==> src/rtl/lsu_arb.sv <==
// lsu_arb: round-robin arbiter sharing one LSU port between the core (m0)
// and a debug/DMA loader (m1), with bounded burst lock and access checks.
module lsu_arb #(
    parameter int unsigned MAX_LOCK = 16,
    parameter int unsigned ADDR_W   = 12
) (
    input  logic              clk_i,
    input  logic              rst_i,

    input  logic              m0_req,
    input  logic              m0_we,
    input  logic [ADDR_W-1:0] m0_addr,
    input  logic [3:0]        m0_be,
    input  logic [31:0]       m0_wdata,
    input  logic              m0_lock,
    output logic              m0_gnt,
    output logic              m0_rvalid,
    output logic [31:0]       m0_rdata,
    output logic              m0_err,

    input  logic              m1_req,
    input  logic              m1_we,
    input  logic [ADDR_W-1:0] m1_addr,
    input  logic [3:0]        m1_be,
    input  logic [31:0]       m1_wdata,
    input  logic              m1_lock,
    output logic              m1_gnt,
    output logic              m1_rvalid,
    output logic [31:0]       m1_rdata,
    output logic              m1_err,

    output logic              lsu_st_en,
    output logic [ADDR_W-1:0] lsu_addr,
    output logic [3:0]        lsu_byte_en,
    output logic [31:0]       lsu_st_data,
    input  logic [31:0]       lsu_ld_data
);

    localparam int unsigned CNT_W = $clog2(MAX_LOCK + 1);

    localparam logic [ADDR_W-1:0] IN_BASE  = ADDR_W'(32'h900);
    localparam logic [ADDR_W-1:0] MAP_TOP  = ADDR_W'(32'hA00);
    localparam logic [CNT_W-1:0]  LOCK_MAX = CNT_W'(MAX_LOCK - 1);

    typedef enum logic [1:0] {
        OWN_NONE,
        OWN_M0,
        OWN_M1
    } owner_e;

    owner_e           owner_q;
    owner_e           owner_d;
    logic [CNT_W-1:0] cnt_q;
    logic [CNT_W-1:0] cnt_d;
    logic [CNT_W-1:0] run;
    logic             rr_q;
    logic             rr_d;

    logic             legal0;
    logic             legal1;
    logic             any_gnt;
    logic             sel;
    logic             sel_lock;
    owner_e           sel_own;

    logic             rv0_q;
    logic             rv1_q;
    logic             err0_q;
    logic             err1_q;
    logic [31:0]      rd0_q;
    logic [31:0]      rd1_q;

    // Unmapped space rejects everything; the switch-input window rejects stores.
    function automatic logic is_legal(
        input logic              we,
        input logic [ADDR_W-1:0] a
    );
        logic unmapped;
        logic in_region;
        unmapped  = (a >= MAP_TOP);
        in_region = (a >= IN_BASE) && (a < MAP_TOP);
        return !unmapped && !(we && in_region);
    endfunction

    assign legal0 = is_legal(m0_we, m0_addr);
    assign legal1 = is_legal(m1_we, m1_addr);

    // Lock owner first, then a lone requester, then rr_q breaks a tie.
    always_comb begin
        m0_gnt = 1'b0;
        m1_gnt = 1'b0;
        if (!rst_i) begin
            if (owner_q == OWN_M0 && m0_req) begin
                m0_gnt = 1'b1;
            end else if (owner_q == OWN_M1 && m1_req) begin
                m1_gnt = 1'b1;
            end else if (m0_req && m1_req) begin
                m0_gnt = !rr_q;
                m1_gnt = rr_q;
            end else begin
                m0_gnt = m0_req;
                m1_gnt = m1_req;
            end
        end
    end

    always_comb begin
        lsu_st_en   = 1'b0;
        lsu_addr    = '0;
        lsu_byte_en = '0;
        lsu_st_data = '0;
        if (m0_gnt) begin
            lsu_st_en   = m0_we && legal0;
            lsu_addr    = m0_addr;
            lsu_byte_en = m0_be;
            lsu_st_data = m0_wdata;
        end else if (m1_gnt) begin
            lsu_st_en   = m1_we && legal1;
            lsu_addr    = m1_addr;
            lsu_byte_en = m1_be;
            lsu_st_data = m1_wdata;
        end
    end

    assign any_gnt  = m0_gnt || m1_gnt;
    assign sel      = m1_gnt;
    assign sel_lock = sel ? m1_lock : m0_lock;
    assign sel_own  = sel ? OWN_M1 : OWN_M0;
    assign run      = (owner_q == sel_own) ? cnt_q : '0;

    // A lock survives only while its owner keeps being granted with lock set.
    always_comb begin
        owner_d = OWN_NONE;
        cnt_d   = '0;
        rr_d    = rr_q;
        if (any_gnt) begin
            rr_d = !sel;
            if (sel_lock && run != LOCK_MAX) begin
                owner_d = sel_own;
                cnt_d   = run + 1'b1;
            end
        end
    end

    always_ff @(posedge clk_i) begin
        if (rst_i) begin
            owner_q <= OWN_NONE;
            cnt_q   <= '0;
            rr_q    <= 1'b0;
            rv0_q   <= 1'b0;
            rv1_q   <= 1'b0;
            err0_q  <= 1'b0;
            err1_q  <= 1'b0;
            rd0_q   <= '0;
            rd1_q   <= '0;
        end else begin
            owner_q <= owner_d;
            cnt_q   <= cnt_d;
            rr_q    <= rr_d;
            rv0_q   <= m0_gnt;
            rv1_q   <= m1_gnt;
            err0_q  <= m0_gnt && !legal0;
            err1_q  <= m1_gnt && !legal1;
            rd0_q   <= (m0_gnt && legal0 && !m0_we) ? lsu_ld_data : '0;
            rd1_q   <= (m1_gnt && legal1 && !m1_we) ? lsu_ld_data : '0;
        end
    end

    // Responses are suppressed while reset is held so a pending one is dropped.
    assign m0_rvalid = rv0_q && !rst_i;
    assign m1_rvalid = rv1_q && !rst_i;
    assign m0_err    = err0_q && !rst_i;
    assign m1_err    = err1_q && !rst_i;
    assign m0_rdata  = rst_i ? '0 : rd0_q;
    assign m1_rdata  = rst_i ? '0 : rd1_q;

endmodule

==> config.mk <==
export PLATFORM = sky130hd
export DESIGN_NAME = lsu_arb
export DESIGN_NICKNAME = d
export VERILOG_FILES = /design/src/rtl/lsu_arb.sv
export SDC_FILE = /design/constraint.sdc
export NUM_CORES = 1
export LEC_CHECK = 0
export ABC_AREA = 1
export CAP_MARGIN = 20
export CELL_PAD_IN_SITES_DETAIL_PLACEMENT = 1
export CELL_PAD_IN_SITES_GLOBAL_PLACEMENT = 2
export CORE_MARGIN = 3
export CORE_UTILIZATION = 16
export CTS_CLUSTER_SIZE = 16
export DETAILED_ROUTE_END_ITERATION = 10
export PLACE_DENSITY = 0.91
export SYNTH_ARGS = -nofsm -noshare
export SYNTH_HDL_FRONTEND = slang
export SYNTH_SLANG_ARGS = --single-unit
==> constraint.sdc <==
create_clock -name clk_i -period 2.9 [get_ports clk_i]
set_input_delay 0.29 -clock clk_i [delete_from_list [all_inputs] [get_ports clk_i]]
set_output_delay 0.29 -clock clk_i [all_outputs]
set_load 0.01 [all_outputs]
**Word-level counts from Yosys, hierarchy flattened**

Index checks and enable logic that the tools add are counted.

- Flip-flop bits (word level): 76
- Input port bits: 136
- Output and inout bits: 119
- Word-level logic and storage cells: 82

- $add $sub $neg: 1
- Order comparisons: 6
- Equal/unequal tests: 4
- Muxes and demuxes: 21
- Bitwise logic cells: 4
- Reduce and logical (&&, ||, !) cells: 37

Operators by type and width:

| cell | number |
|---|---|
| 32-bit 2-to-1 mux | 4 |
| 12-bit >= comparator, second input constant | 4 |
| 12-bit less-than comparator, second input constant | 2 |
| 12-bit 2-to-1 mux | 2 |
| 1-bit logical AND | 22 |
| 1-bit logical NOT | 11 |
| 1-bit 2-to-1 mux | 11 |
| 4-bit 2-to-1 mux | 2 |
| 5-bit by 1-bit adder with 5-bit output, second input constant | 1 |
| 5-bit 2-to-1 mux | 1 |
| 5-bit by 4-bit != test with 1-bit output, second input constant | 1 |
| 1-bit inverter | 4 |
| 2-bit OR reduction | 2 |
| 3-bit OR reduction | 1 |
| 2-bit by 1-bit equality test with 1-bit output, second input constant | 1 |
| 2-bit equality test | 1 |
| 2-bit equality test, second input constant | 1 |
| 2-bit 2-to-1 mux | 1 |
| 1-bit logical OR | 1 |

**Logic depth before layout (Yosys ltp)**

Gate-level depths: netlist (run 1).

- Depth after elaboration: 12
- Depth in mapped cells: 18
- Depth with buffers taken out: 18

**Worst setup path before layout (run 1)**

OpenSTA, ideal clock, no wires.

- Path kind: input port to flip-flop
- Start: in rst_i
- End: reg cnt_q[2]
- Library setup time: 0.117 ns
- Data arrival time: 1.943 ns
- Required time: 2.783 ns
- Setup slack: 0.840 ns
- Stages on the path: 16
- Path buffers: 1
- Cells stage by stage: buf_4 inv_2 nand2_2 or2_1 nand2_2 inv_1 nor2_1 ha_1 inv_1 nor3_1 ha_1 nor2_1 o21ai_1 inv_1 nand2_1 a21oi_1

- Cells in the longest elaborated chain, start to end: 8
- Elaborated cells between the ends (all ways): 13
- Those cells by class: add/sub (1); eq/ne (2); mux (5); bitwise (2); reduce/logical (3)

RTL lines:

| element | RTL line | text |
|---|---|---|
| from (decl) | 8 | `input logic rst_i,` |
| branches (longest 8 deep; another with 5-bit by 1-bit adder with 5-bit output) | n/a |  |
| to (signal assigned) | 158 | `cnt_q <= cnt_d;` |
| to (decl) | 53 | `logic [CNT_W-1:0] cnt_q;` |

Parallel ways; which one is timed is not known.
A chain may end at the register's enable or synchronous reset.

**Final worst setup path (run 1)**

- Start: in m0_req
- End: out lsu_st_data[3]

- Cells in the longest elaborated chain, start to end: 7
- Elaborated cells between the ends (all ways): 12
- Those cells by class: mux (10); reduce/logical (2)

RTL lines:

| element | RTL line | text |
|---|---|---|
| from (decl) | 10 | `input logic m0_req,` |
| 1-bit logical AND | 97 | `end else if (m0_req && m1_req) begin` |
| 1-bit 2-to-1 mux | 97 |  |
| 1-bit 2-to-1 mux | 95 | `end else if (owner_q == OWN_M1 && m1_req) begin` |
| 1-bit 2-to-1 mux | 93 | `if (owner_q == OWN_M0 && m0_req) begin` |
| 1-bit 2-to-1 mux | 92 | `if (!rst_i) begin` |
| 32-bit 2-to-1 mux | 117 | `end else if (m1_gnt) begin` |
| 32-bit 2-to-1 mux * | 112 | `if (m0_gnt) begin` |
| to (decl) | 35 | `output logic [31:0] lsu_st_data,` |

Mark *: on every way between the ends. The rest lies on a longest branch, timed or not.

==> results.ini, run 1 <==
[sta]
setup_viol = 0
rsz0062_at_grt = false
post-route-period-util_pct = 92.81
tightest_slew_ns = 0.7809
skew_ns = 0.008391
report.final.slew_viol_count = 0
hold_viol = 0
finalSetupTns_ns = 0
fmaxAchievable_mhz = 371.6
slew_headroom_pct = 47.88
fin_crit_ns = 2.691

[logic_synthesis]
async_flop_share_pct = 0
ys.flop_type = dfxtp_1
synth_edf_count = 0
netlist_top_cells_area = dfxtp_1 (45%), nor2_1 (16%), inv_1 (14%)
yosys.area.top_type = dfxtp_1
synth_nets = 602
ys_ff_latch = 76
ys_seq_area_share_pct = 45.25
synth_cell_types = 23
ys.warnings.count = 0
synth_commonest_cells = nor2_1 (145), inv_1 (123), dfxtp_1 (76)
synth.top_cell.area_share_pct = 45.25
syn_inst = 464
syn_area_um2 = 3362
syn_avg_cell_area_um2 = 7.246
yosysMostFrequentCell = nor2_1

[floorplan]
start_util_pct = 16.46
io_pins = 255
rows = 52
die-area_um2 = 22790
die_width_um = 151.0
die_y_um = 151.0
core_um2 = 20430

[global_routing]
grt_max_degree = 71
grt_pass1_vias = 3866
antenna_found_initial = 1
grt_pass1_wl_mm = 22.29
gr-usage-all-layers_pct = 13.28
gr-total-overflow = 0

[detailed_routing]
wl_per_cell_um = 15.68
route.vias.total = 3744
vias_per_cell = 3.793
routed-wl-met3_mm = 1.272
wl_mm = 15.47
ant_nets = 0
top_signal_layer_used = met4
drt-initial-drc-count = 148
met1_length_mm = 5.809
drc = 0
wl_met2_mm = 8.183
dr.pass1.iters = 5

[placed_design]
io_buffers = 254
place_congestion = 0.8239
dp_hpwl_mm = 12.67
place_inst = 970

[critical_path]
cp-startpoint = m0_req
arrival_ns = 2.40
r2r_slack_ns = 0.55
cp-endpoint = lsu_st_data[3]
end_kind = primary output
cp_data_required_time_ns = 2.61
critPathKind = in -> out
reg2regPathDepth = 17
rr_endpoint = cnt_q[2]
cpPeakStageDelay_ns = 0.55
critPathLaunchType = primary input
r2r_start = owner_q[0]
cp_max_fo = 21
path_cells = clkdlybuf4s50_1 > nand3_2 > nand3_2 > nand2_2 > inv_2 > buf_4 > a22o_1 > clkdlybuf4s50_1
critPathSlowestCell = clkdlybuf4s50_1

[final_layout]
nets = 849
syn_to_final_growth_pct = 92.07
layout.cells.non_filler = 987
drive_above_1_share_pct = 4.749

[clocking]
numCtsBuffers = 9
cts_max_path_buffers = 2
clkLatencyLatePin_ns = 0.34
cts_tree = yes
cts_root_buffer = clkbuf_16
cts.repair.resized = 0
cts_sinks = 76
cts-htree-levels = 3
hold_buffers = 0
clkTransAtPathRegs_ns = 0.06
post-cts-setup-buffers = 0

[power_and_ir_drop]
p_leak_uw = 0.002672
ir_worst_vdd_v = 0.0001992
power_density_nw_per_um2 = 432.8

[hold_path]
holdCritPathClass = in -> reg

[job]
max_cap_violations = 0

[run_status]
status = complete, no violations

==> cells in the final DEF (no fill, tap or decap), types with 2 or more instances in the layout <==
cell / instances
a21oi_1: 2
clkdlybuf4s50_1: 253
clkinvlp_4: 2
a22o_1: 44
nand3_1: 7
inv_2: 4
ha_1: 2
nor3_1: 2
inv_1: 123
nand2_1: 19
nand2_2: 3
buf_4: 3
dfxtp_1: 76
nand3_2: 4
clkinv_2: 2
o211ai_1: 2
buf_12: 3
nor2_1: 145
clkbuf_16: 9
o22ai_1: 3
==> registers in the layout, indices dropped and copies added (netlist names) <==
register / cells
cnt_q: 5
err0_q: 1
err1_q: 1
owner_q: 2
rd0_q: 32
rd1_q: 32
rr_q: 1
rv0_q: 1
rv1_q: 1
==> routing by layer <==
| metal | vias up | global-route usage, % |
|---|---|---|
| li1 | 1866 | - |
| met1 | 1694 | 13.97 |
| met2 | 173 | 25.16 |
| met3 | 11 | 4.698 |
| met4 | 0 | 3.128 |
| met5 | - | 0 |
==> worst max-delay path: cells and delay by family <==
kind	cells	cell delay (ns)
buffers and inverters	4	1.56
and+or+nand+nor	3	0.37
AOI/OAI and AO/OA	1	0.17
==> cells by family after synthesis <==
logic type,after synthesis,synth area share [%]
simple gates,182,21.92
buf+inv,151,18.87
flops,76,45.25
compound gates,53,13.21
fa+ha+maj,2,0.7442
==> worst min-delay path by stage <==
stage,startpoint,to,cells after the start
2_1_floorplan,lsu_ld_data[0],rd0_q[0],2
3_3_place_gp,rr_q,rr_q,2
3_5_place_dp,rr_q,rr_q,2
4_1_cts,rst_i,owner_q[0],4
5_1_grt,rst_i,rv0_q,4
6_report,rst_i,rv0_q,4
==> cell type report <==
class	count	area (um^2)
antenna	1	2.502
clock buffer	10	229.0
clock inverter	6	63.81
fill	2462	13970
inverter	127	476.7
multi-input combinational	237	1206
sequential	76	1521
tap	270	337.8
timing repair buffer	260	2620
==> through the flow <==
stage / utilization, % / setup WS (ns) / hold WS, ns / instance area (um^2) / total power (uW)
detailed placement: 30.16 / 0.1029 / 0.4884 / 6162 / 1710
finish: 31.61 / 0.2086 / 0.3680 / 6457 / 2795
global placement: 30.16 / 0.2142 / 0.4853 / 6162 / 1710
global route: 31.60 / 0.05855 / 0.3787 / 6455 / 2938
floorplan: - / 0.8397 / 0.4249 / 3362 / 1321
CTS: 31.60 / 0.1936 / 0.3640 / 6455 / 2861
==> report_power, final <==
group	leakage, uW	internal [uW]	switching, uW
clock network	0.000139	666	447
logic	0.00192	354	249
registers	0.000616	1070	7.43
total	0.00267	2090	704
Power figures use the tool's default switching activity.
==> inputs of run 2 (changes only) <==
--- a/config.mk
+++ b/config.mk
@@ -11,7 +11,6 @@
 export CELL_PAD_IN_SITES_GLOBAL_PLACEMENT = 2
 export CORE_MARGIN = 3
 export CORE_UTILIZATION = 16
-export CTS_CLUSTER_SIZE = 16
 export DETAILED_ROUTE_END_ITERATION = 10
 export PLACE_DENSITY = 0.91
 export SYNTH_ARGS = -nofsm -noshare
==> results of run 2 <==
Final layout, timing and power as in run 1 (identical DEF).
